## config.mk

```make
export PLATFORM = sky130hd
export DESIGN_NAME = sap_trace_buffer
export DESIGN_NICKNAME = d
export VERILOG_FILES = /design/src/rtl/sap_trace_buffer.sv
export SDC_FILE = /design/constraint.sdc
export NUM_CORES = 1
export LEC_CHECK = 0
export ABC_AREA = 1
export CORE_ASPECT_RATIO = 1.25
export CORE_MARGIN = 2
export CORE_UTILIZATION = 45
export CTS_CLUSTER_SIZE = 20
export DETAILED_ROUTE_END_ITERATION = 16
export GPL_ROUTABILITY_DRIVEN = 1
export SLEW_MARGIN = 25
export SYNTH_ARGS = -nofsm -noshare
export SYNTH_HDL_FRONTEND = slang
export SYNTH_SLANG_ARGS = --single-unit
```

## constraint.sdc

```tcl
create_clock -name clk -period 4.15 [get_ports clk]
set_input_delay 0.83 -clock clk [delete_from_list [all_inputs] [get_ports clk]]
set_output_delay 0.83 -clock clk [all_outputs]
set_load 0.05 [all_outputs]
```

## src/rtl/sap_trace_buffer.sv

```systemverilog
// Trigger-driven trace buffer for the SAP CPU: samples bus/control/MAR/IR into a
// ring while armed, freezes a fixed number of samples after a control-word match, then drains.
module sap_trace_buffer #(
    parameter int BUS_W        = 8,
    parameter int CTRL_W       = 16,
    parameter int ADDR_W       = 4,
    parameter int DEPTH        = 16,
    parameter int POST_SAMPLES = 4,
    parameter int REC_W        = 1 + ADDR_W + 2 * BUS_W + CTRL_W,
    parameter int CNT_W        = $clog2(DEPTH) + 1
) (
    input  logic              clk,
    input  logic              clr,
    input  logic [BUS_W-1:0]  bus,
    input  logic [CTRL_W-1:0] ctrl_state,
    input  logic [ADDR_W-1:0] mem_address_data,
    input  logic [BUS_W-1:0]  instruction_data,
    input  logic              arm,
    input  logic [CTRL_W-1:0] trig_mask,
    input  logic [CTRL_W-1:0] trig_value,
    input  logic              rd_ready,
    output logic              rd_valid,
    output logic [REC_W-1:0]  rd_data,
    output logic              rd_last,
    output logic [1:0]        state,
    output logic [CNT_W-1:0]  fill
);

    localparam int PTR_W = $clog2(DEPTH);

    typedef enum logic [1:0] {
        ST_IDLE  = 2'd0,
        ST_ARMED = 2'd1,
        ST_POST  = 2'd2,
        ST_DRAIN = 2'd3
    } state_t;

    state_t             state_q, state_d;
    logic [PTR_W-1:0]   wr_ptr_q, wr_ptr_d;
    logic [PTR_W-1:0]   rd_ptr_q, rd_ptr_d;
    logic [CNT_W-1:0]   fill_q, fill_d;
    logic [CNT_W-1:0]   post_q, post_d;
    logic [REC_W-1:0]   mem_q [DEPTH];

    logic               match_s;
    logic               flag_s;
    logic               wr_en_s;
    logic [CNT_W-1:0]   fill_inc_s;
    logic [REC_W-1:0]   sample_s;
    logic               rd_valid_s;

    assign match_s    = ((ctrl_state & trig_mask) == (trig_value & trig_mask));
    assign sample_s   = {flag_s, mem_address_data, instruction_data, bus, ctrl_state};
    // Once the ring is full, new samples overwrite the oldest and the count stays at DEPTH.
    assign fill_inc_s = (fill_q == CNT_W'(DEPTH)) ? fill_q : fill_q + CNT_W'(1);
    assign rd_valid_s = (state_q == ST_DRAIN) && (fill_q != {CNT_W{1'b0}});

    // Next-state, pointer and counter logic for the capture/drain sequence.
    always_comb begin
        state_d  = state_q;
        wr_ptr_d = wr_ptr_q;
        rd_ptr_d = rd_ptr_q;
        fill_d   = fill_q;
        post_d   = post_q;
        wr_en_s  = 1'b0;
        flag_s   = 1'b0;
        case (state_q)
            ST_IDLE: begin
                if (arm) begin
                    state_d  = ST_ARMED;
                    fill_d   = {CNT_W{1'b0}};
                    wr_ptr_d = {PTR_W{1'b0}};
                end else begin
                    state_d  = ST_IDLE;
                end
            end
            ST_ARMED: begin
                wr_en_s  = 1'b1;
                flag_s   = match_s;
                wr_ptr_d = wr_ptr_q + PTR_W'(1);
                fill_d   = fill_inc_s;
                if (match_s) begin
                    if (POST_SAMPLES == 0) begin
                        state_d  = ST_DRAIN;
                        rd_ptr_d = wr_ptr_d - fill_d[PTR_W-1:0];
                    end else begin
                        state_d  = ST_POST;
                        post_d   = CNT_W'(POST_SAMPLES);
                    end
                end else begin
                    state_d = ST_ARMED;
                end
            end
            ST_POST: begin
                wr_en_s  = 1'b1;
                flag_s   = 1'b0;
                wr_ptr_d = wr_ptr_q + PTR_W'(1);
                fill_d   = fill_inc_s;
                post_d   = post_q - CNT_W'(1);
                if (post_q <= CNT_W'(1)) begin
                    // Oldest record sits fill entries behind the frozen write pointer.
                    state_d  = ST_DRAIN;
                    rd_ptr_d = wr_ptr_d - fill_d[PTR_W-1:0];
                end else begin
                    state_d = ST_POST;
                end
            end
            ST_DRAIN: begin
                if (rd_valid_s && rd_ready) begin
                    rd_ptr_d = rd_ptr_q + PTR_W'(1);
                    fill_d   = fill_q - CNT_W'(1);
                    if (fill_q == CNT_W'(1)) begin
                        state_d = ST_IDLE;
                    end else begin
                        state_d = ST_DRAIN;
                    end
                end else if (!rd_valid_s) begin
                    state_d = ST_IDLE;
                end else begin
                    state_d = ST_DRAIN;
                end
            end
            default: begin
                state_d = ST_IDLE;
            end
        endcase
    end

    // Control registers with asynchronous clear.
    always_ff @(posedge clk or negedge clr) begin
        if (!clr) begin
            state_q  <= ST_IDLE;
            wr_ptr_q <= {PTR_W{1'b0}};
            rd_ptr_q <= {PTR_W{1'b0}};
            fill_q   <= {CNT_W{1'b0}};
            post_q   <= {CNT_W{1'b0}};
        end else begin
            state_q  <= state_d;
            wr_ptr_q <= wr_ptr_d;
            rd_ptr_q <= rd_ptr_d;
            fill_q   <= fill_d;
            post_q   <= post_d;
        end
    end

    // Sample storage; contents survive clear and are never read outside a drain.
    always_ff @(posedge clk) begin
        if (wr_en_s) begin
            mem_q[wr_ptr_q] <= sample_s;
        end
    end

    assign rd_valid = rd_valid_s;
    assign rd_data  = rd_valid_s ? mem_q[rd_ptr_q] : {REC_W{1'b0}};
    assign rd_last  = rd_valid_s && (fill_q == CNT_W'(1));
    assign state    = state_q;
    assign fill     = fill_q;

endmodule

```

* Word-level counts from Yosys, hierarchy flattened *
Memories as Yosys holds them, arrays and structs flattened.
Index checks and enable logic that the tools add are counted.

operators by class
  add/subtract/negate cells = 6
  reduce and logical (&&, ||, !) cells = 14
  bitwise operators = 2
  equality and inequality tests = 11
  order comparisons = 1
  multiplexer cells = 23

operators with widths
  cell                                                                   number
  37-bit two-way mux                                                     1
  16-bit bitwise AND                                                     2
  5-bit two-way mux                                                      4
  16-bit equality test                                                   1
  4-bit one-hot mux with 2 select lines                                  2
  5-bit one-hot mux with 3 select lines                                  1
  4-bit two-way mux                                                      3
  5-bit one-hot mux with 2 select lines                                  1
  5-bit by 1-bit subtractor with 5-bit output, second input constant     2
  4-bit by 1-bit adder with 4-bit output, second input constant          2
  2-bit two-way mux                                                      4
  2-bit != test, second input constant                                   4
  2-bit one-hot mux with 4 select lines                                  1
  1-bit two-way mux                                                      6
  2-bit AND reduction                                                    3
  3-bit AND reduction                                                    2
  2-bit nonzero test                                                     3
  5-bit by 1-bit adder with 5-bit output, second input constant          1
  5-bit by 1-bit equality test with 1-bit output, second input constant  1
  5-bit equality test, second input constant                             1
  5-bit by 1-bit <= comparator with 1-bit output, second input constant  1
  5-bit nonzero test                                                     1
  2-bit equality test, second input constant                             2
  4-bit subtractor                                                       1
  other kinds (5)                                                        7

storage, ports and cells
  input bits = 72
  memories kept = 1
  register bits after elaboration = 20
  memory bits (writable) = 592
  word-level logic and storage cells = 64
  output and inout bits = 46

memory list
  name   depth  bits a word  rd ports  clocked after Yosys merged registers in  wr ports  line  source
  mem_q  16     37           1         0                                        1         43    logic [REC_W-1:0] mem_q [DEPTH];

* Depth between registers and ports, before layout *
Gate-level depths: netlist of the first run.

  word-level depth = 5
  depth in mapped cells = 16

* Least setup slack after synthesis of the first run *
No wires, ideal clock.

  path type = register to register
  start = register state_q[0], in the netlist state[0]
  end = memory mem_q[4][0] in the netlist's numbering, enable pin
  arrival = 2.862 ns
  path buffers = 0
  path slack = 0.857 ns
  stages on the path, launching flop included = 5
  setup time = 0.431 ns
  path through = dfrtp_1 -> inv_1 -> ha_1 -> nand2_1 -> nor2_1

on the way
  cells in the longest elaborated chain, start to end = 5
  elaborated cells between the ends (all ways) = 6
  those cells by class = eq/ne (2); mux (3); reduce/logical (1)

RTL lines
  element                                                                                line  source
  start: declaration                                                                     38    state_t state_q, state_d;
  start signal: assignment                                                               138   state_q <= state_d;
  2-bit equality test or 2-bit by 1-bit equality test with 1-bit output (tied branches)  67    case (state_q)
  2-bit OR reduction (no line) *                                                         n/a
  1-bit two-way mux *                                                                    67
  1-bit two-way mux *                                                                    148   if (wr_en_s) begin
  1-bit two-way mux (implied by the code) *                                              149   mem_q[wr_ptr_q] <= sample_s;
  end: declaration                                                                       43

Mark *: on every way between the ends. The rest lies on a longest branch, timed or not.

* Worst setup path in the final report of the first run *
  start = register rd_ptr_q[0]
  end = output rd_data[7]

on the way
  cells in the longest elaborated chain, start to end = 2

RTL lines
  element                   line  source
  start: declaration        40    logic [PTR_W-1:0] rd_ptr_q, rd_ptr_d;
  start signal: assignment  134   rd_ptr_q <= {PTR_W{1'b0}};
  start signal: assignment  140   rd_ptr_q <= rd_ptr_d;
  memory 16 x 37 bit        n/a
  37-bit two-way mux        154   assign rd_data = rd_valid_s ? mem_q[rd_ptr_q] : {REC_W{1'b0}};
  end: declaration          23    output logic [REC_W-1:0] rd_data,

No other way between the ends.

==> impl_metrics.py, run 1 <==
metrics = {
    "outcome": {
        "status": "complete, no violations",
    },
    "die": {
        "coreArea_um2": 55000,
        "die_w_um": 215,
        "die_height_um": 268,
        "start_util_pct": 45.6,
        "io_pins": 118,
        "placementRows": 96,
        "die-area_um2": 57700,
    },
    "yosys": {
        "synthDominantCellAreaShare_pct": 70.8,
        "synthArstFlopShare_pct": 3.27,
        "ys_types": 30,
        "synth_area_leaders": "edfxtp_1, nor2_1, o21ai_0",
        "synth_nets": 2117,
        "synth_edf_count": 592,
        "ys_seq_elements": 612,
        "ys_top_cells_by_count": "edfxtp_1, nor2_1, nand2_1, o21ai_0, a21oi_1",
        "yosys.area.top_type": "edfxtp_1",
        "yosys_warnings": 0,
        "synth_most_common_cell": "edfxtp_1",
        "synthesis.area_um2": 25100,
        "synthCells": 2026,
        "syn_area_per_cell_um2": 12.4,
        "synth_seq_area_share_pct": 72.8,
        "ys.flop_type": "edfxtp_1",
    },
    "detailed_routing": {
        "vias_per_cell": 5.56,
        "finalWirelength_um": 63200,
        "drtPass1Iterations": 5,
        "antenna_left": 0,
        "vias": 16200,
        "drt_iter0_markers": 1509,
        "drcViolationCount": 0,
        "post_drt_wl_per_cell_um": 21.7,
    },
    "pwr": {
        "powerDensity_nw_per_um2": 649,
        "p_switching_w": 0.00664,
        "seqPwrFrac_pct": 40.9,
        "internal_power_w": 0.0123,
        "power_frac_clock_pct": 27.9,
        "combinationalPowerShare_pct": 31.2,
        "peakVddDrop_v": 0.000526,
        "power_leakage_nw": 10.1,
        "swShare_pct": 35.0,
    },
    "critical_path": {
        "crit_slowest_cell": "dfrtp_4",
        "cp_max_fo": 150,
        "max_stage_delay_ns": 0.72,
        "crit_required_ns": 3.32,
        "endpoint_kind": "output port",
        "crit_chain": "buf_12, nor2_1, nor2_1, o21ai_0, o211ai_1, nand4_1, a21oi_1, buf_12",
        "crit_arrival_ns": 3.11,
        "critPathKind": "flip-flop to output port",
        "critPathLaunchType": "flip-flop",
    },
    "timing": {
        "min_period_ns": 3.94,
        "post-route-period-util_pct": 95.0,
        "fmax_mhz": 254,
        "rsz0062_at_grt": "no",
        "setup_tns_ns": 0,
        "final_hold_viol_count": 0,
        "skew_ns": 0.0172,
        "max_slew_margin_pct": 43.7,
        "worstMarginPinSlew_ns": 0.845,
        "setup_viol": 0,
        "finalMaxSlewViolations": 0,
    },
    "min_path": {
        "worstHoldPathType": "primary input to asynchronous set/reset pin",
    },
    "place": {
        "hpwl_um": 33000,
        "port_buffers": 117,
        "place.gp.congestion": 0.807,
    },
    "clock_tree": {
        "cts.path.max_buffers": 3,
        "cts-buffers-inserted": 58,
        "cts_root_buffer": "clkbuf_16",
        "post-cts-setup-buffers": 0,
        "htreeDepth": 2,
        "path_clk_slew_ns": 0.06,
        "cts_tree": "built",
        "cts.sink_count": 612,
        "hold_buffers": 0,
        "ctsResizeCount": 0,
        "insertion_delay_ns": 0.61,
    },
    "grt": {
        "track_usage_pct": 21.9,
        "antenna_found_initial": 2,
        "overflow": 0,
        "grt_pass1_wl_um": 94900,
        "grt_max_degree": 151,
        "grt_pass1_vias": 15900,
    },
    "job": {
        "drv_cap": 0,
    },
    "finish": {
        "layout.nets": 2221,
        "layout-drive-gt1-share_pct": 9.09,
        "fin_util_pct": 53.1,
        "area_growth_pct": 16.4,
    },
}
-- worst paths after layout --
kind                       slack (ns)            to  cells past startpoint        start
max                              0.21    rd_data[7]                      8  rd_ptr_q[0]
min                              0.19       fill[4]                      1          clr
max reg2reg                      1.50  mem_q[5][17]                      5     state[0]
min reg2reg                      0.57     post_q[1]                      2    post_q[1]
max in group asynchronous        3.55   rd_ptr_q[0]                      1          clr
min in group clk                 0.57     post_q[1]                      2    post_q[1]
-- area by class of cell --
cell class / count / area [um2]
clock inverter: 32 / 338
timing repair buffer: 164 / 1790
multi-input combinational: 1185 / 5910
sequential: 612 / 18300
inverter: 109 / 419
clock buffer: 77 / 1550
fill: 4679 / 25800
antenna: 1 / 2.50
tap: 735 / 920
-- registers in the layout, indices dropped and copies added, names as in the netlist --
signal	flops
mem_q	592
fill	5
post_q	5
rd_ptr_q	4
wr_ptr_q	4
state	2
-- power groups by stage --
stage / clock, W / sequential [W] / combinational, W
2_1_floorplan: 0 / 0.00785 / 0.00396
3_3_place_gp: 0 / 0.00787 / 0.00583
3_5_place_dp: 0 / 0.00789 / 0.00593
4_1_cts: 0.00539 / 0.00776 / 0.00595
5_1_grt: 0.00562 / 0.00782 / 0.00656
6_report: 0.00530 / 0.00776 / 0.00591
-- layer usage --
metal | vias up | GRT usage [%] | share of wire [%]
li1 | 7536 | - | -
met1 | 8015 | 29.6 | 42
met2 | 532 | 36.4 | 48
met3 | 111 | 3.90 | 6.7
met4 | 4 | 6.45 | 2.4
met5 | - | 0 | 0.027
-- worst max-delay path: cells and delay by family, from the launching register on --
kind / cells / cell delay, ns
AND/OR/NAND/NOR: 3 / 0.33
buffers and inverters: 2 / 0.68
flip-flops: 1 / 0.72
AO/OA/AOI/OAI: 3 / 0.59
-- per-stage QoR --
step           power (W)  hold WS [ns]  cells  area (um2)  setup slack, ns
2_1_floorplan     0.0118         0.498   2026       25100            0.857
3_3_place_gp      0.0137         0.520   2805       27300            0.761
3_5_place_dp      0.0138         0.547   2805       27300            0.638
4_1_cts           0.0191         0.191   2914       29200            0.155
5_1_grt           0.0200         0.188   2914       29200           0.0195
6_report          0.0190         0.194   2915       29200            0.207
-- layout by cell type, fill, tap and decap left out, types with 2 or more instances in the layout --
cell type	Yosys	final
edfxtp_1	592	592
nor2_1	287	270
nand2_1	244	243
o21ai_0	207	207
a21oi_1	111	111
inv_1	107	105
nand3_1	97	97
clkdlybuf4s50_1	0	79
nand4_1	68	68
o211ai_1	67	67
clkbuf_16	0	59
buf_4	7	54
o21ai_1	40	40
buf_12	0	29
o22ai_1	22	22
nor2_4	1	18
ha_1	18	18
dfrtp_1	20	18
clkbuf_1	33	17
clkinv_2	0	15
nand3b_1	9	9
xor2_1	8	8
bufinv_16	0	7
clkinv_1	0	7
nand2_2	1	2
inv_2	2	2
clkinv_4	0	2
-- kinds of logic after synthesis --
group / share of synthesized area [%]
DFF: 72.8
buffers and inverters: 4.13
AOI/OAI and AO/OA: 9.80
and+or+nand+nor: 11.9
adders and majority gates: 0.977
xor gates and xnor gates: 0.314
No activity file was read; power rests on OpenSTA's default activity.
==> inputs of run 2 (changes only) <==
- SKIP_LAST_GASP: not set -> 1
==> results of run 2 <==
Final layout, timing and power as in run 1 (identical DEF).
==> inputs of run 3 (changes only) <==
- RECOVER_POWER: not set -> 50
==> run 3 against run 2 <==
Against the previous run:
- the run now ends with capacitance limit, slew limit left
- clock-buffer cell count unchanged
- cell count unchanged
- worst setup slack got worse by 0.026 ns
- wire length barely moved
- via count up 0.30%
- power fell by 0.12%
- maximum frequency down 0.65%
- design area fell by 0.17%
- die area unchanged
- non-clock buffer count unchanged
- first-iteration DRC count rose by 3.4%
- critical path type unchanged
- highest routed layer unchanged
==> impl_metrics.py, run 3 (same netlist as run 1, synthesis figures left out) <==
metrics = {
    "outcome": {
        "status": "finished with violations",
        "violations": "capacitance limit, slew limit",
    },
    "timing": {
        "post-route-period-util_pct": 95.6,
        "finalMaxSlewViolations": 62,
        "skew_ns": 0.0148,
        "finalWorstSetupSlack_ns": 0.181,
        "final_hold_viol_count": 0,
        "max_slew_margin_pct": -34.3,
        "fmax_mhz": 252,
        "worstMarginPinSlew_ns": 2.01,
        "rsz0062_at_grt": "no",
        "setup_viol": 0,
        "setup_tns_ns": 0,
        "min_period_ns": 3.97,
    },
    "grt": {
        "grt-busiest-layer": "met2",
        "grt_pass1_wl_um": 94900,
        "grt_use_met3_pct": 3.90,
        "grt_max_degree": 151,
        "track_usage_pct": 21.9,
        "grt_pass1_vias": 15900,
        "overflow": 0,
        "grtUsageMet2_pct": 36.4,
        "antenna_found_initial": 5,
        "use_met1_pct": 29.6,
    },
    "pwr": {
        "combinationalPowerShare_pct": 31.0,
        "swShare_pct": 35.0,
        "power_leakage_nw": 10.1,
        "p_switching_w": 0.00662,
        "power_frac_clock_pct": 28.0,
        "seqPwrFrac_pct": 41.0,
        "internal_power_w": 0.0123,
        "powerDensity_nw_per_um2": 650,
        "peakVddDrop_v": 0.000524,
    },
    "detailed_routing": {
        "finalWirelength_um": 63100,
        "vias_per_cell": 5.57,
        "drtPass1Iterations": 5,
        "antenna_left": 0,
        "drcViolationCount": 0,
        "drt_iter0_markers": 1561,
        "post_drt_wl_per_cell_um": 21.7,
        "vias": 16200,
    },
    "critical_path": {
        "crit_chain": "buf_12, nor2_1, nor2_1, o21ai_0, o211ai_1, nand4_1, a21oi_1, buf_4",
        "max_stage_delay_ns": 0.72,
        "crit_arrival_ns": 3.14,
        "endpoint_kind": "output port",
        "cp_max_fo": 150,
        "crit_slowest_cell": "dfrtp_4",
        "critPathKind": "flip-flop to output port",
        "r2r_slack_ns": 0.57,
        "crit_top_cell": "nor2_1",
        "path_buf_inv": 2,
        "crit_required_ns": 3.32,
        "critPathLaunchType": "flip-flop",
        "crit_family": "buffers and inverters",
    },
    "die": {
        "placementRows": 96,
        "die-area_um2": 57700,
        "die_w_um": 215,
        "die_height_um": 268,
        "io_pins": 118,
        "start_util_pct": 45.6,
        "coreArea_um2": 55000,
    },
    "finish": {
        "layout-drive-gt1-share_pct": 8.77,
        "area_growth_pct": 16.2,
        "final_common_cell": "edfxtp_1",
        "layout.nets": 2221,
        "postLayoutCellArea_um2": 29200,
        "n_fill_cell": 4689,
        "largest_register_ffs": 592,
        "top_register": "mem_q",
        "layout_common_cells": "edfxtp_1, nor2_1, nand2_1, o21ai_0, a21oi_1",
    },
    "place": {
        "port_buffers": 117,
        "preCtsSetupSlack_ns": 0.638,
        "post_dp_cell_area_um2": 27300,
        "hpwl_um": 33000,
        "place.gp.congestion": 0.807,
    },
    "clock_tree": {
        "cts.sink_count": 612,
        "hold_buffers": 0,
        "cts-buffers-inserted": 58,
        "cts.path.max_buffers": 3,
        "path_clk_slew_ns": 0.06,
        "cts_root_buffer": "clkbuf_16",
        "cts_tree": "built",
        "htreeDepth": 2,
        "insertion_delay_ns": 0.61,
    },
    "job": {
        "drv_cap": 5,
    },
    "min_path": {
        "worstHoldPathType": "primary input to asynchronous set/reset pin",
    },
}
==> run 3: cell count changes in the layout (fill, tap and decap cells not counted) <==
cell | before | now
buf_2 | 1 | 0
clkbuf_1 | 17 | 18
clkdlybuf4s50_1 | 79 | 43
dlygate4sd3_1 | 0 | 36
nor2_1 | 270 | 275
nor2_4 | 18 | 13
o21ai_0 | 207 | 208
o21ai_4 | 1 | 0
==> run 3: worst paths after layout <==
check                                 to  depth (start not counted)   startpoint
max                          rd_data[36]                          8  rd_ptr_q[0]
min                              fill[1]                          1          clr
max reg2reg                mem_q[12][20]                          5     state[0]
min reg2reg                    post_q[1]                          2    post_q[1]
max in group asynchronous    rd_ptr_q[0]                          1          clr
min in group clk               post_q[1]                          2    post_q[1]
==> run 3: power by group through the flow <==
| stage | clock network [W] | registers (W) | logic (W) |
|---|---|---|---|
| floorplan | 0 | 0.00785 | 0.00396 |
| global placement | 0 | 0.00787 | 0.00583 |
| detailed placement | 0 | 0.00789 | 0.00593 |
| CTS | 0.00539 | 0.00776 | 0.00595 |
| global route | 0.00562 | 0.00782 | 0.00653 |
| finish | 0.00531 | 0.00776 | 0.00588 |
==> run 3: layer usage <==
layer | wire length, um | vias to the layer above
met4 | 1550 | 8
met2 | 30500 | 542
met1 | 26900 | 8043
li1 | - | 7538
met3 | 4230 | 116
met5 | 30 | -
==> run 3: what timing repair did <==
item                       CTS  global route
setup buffers                0             0
gates resized for setup      0             2
setup endpoints to repair    0             3
==> run 3: per-stage QoR <==
stage          cells  hold slack (ns)  power, W  utilization (%)
6_report        2915            0.473    0.0189             53.0
5_1_grt         2915            0.528    0.0200             53.0
4_1_cts         2914            0.191    0.0191             53.1
3_5_place_dp    2805            0.547    0.0138             49.7
3_3_place_gp    2805            0.520    0.0137             49.7
2_1_floorplan   2026            0.498    0.0118                -
==> run 3: area by class of cell <==
| cell class | instances | area [um2] | share of cell area [%] |
|---|---|---|---|
| Sequential cell | 612 | 18300 | 62.7 |
| Antenna cell | 1 | 2.50 | 0.00858 |
| Clock buffer | 77 | 1550 | 5.33 |
| Clock inverter | 32 | 338 | 1.16 |
| Timing Repair Buffer | 164 | 1790 | 6.14 |
| Multi-Input combinational cell | 1185 | 5860 | 20.1 |
| Inverter | 109 | 419 | 1.44 |
| Tap cell | 735 | 920 | 3.15 |
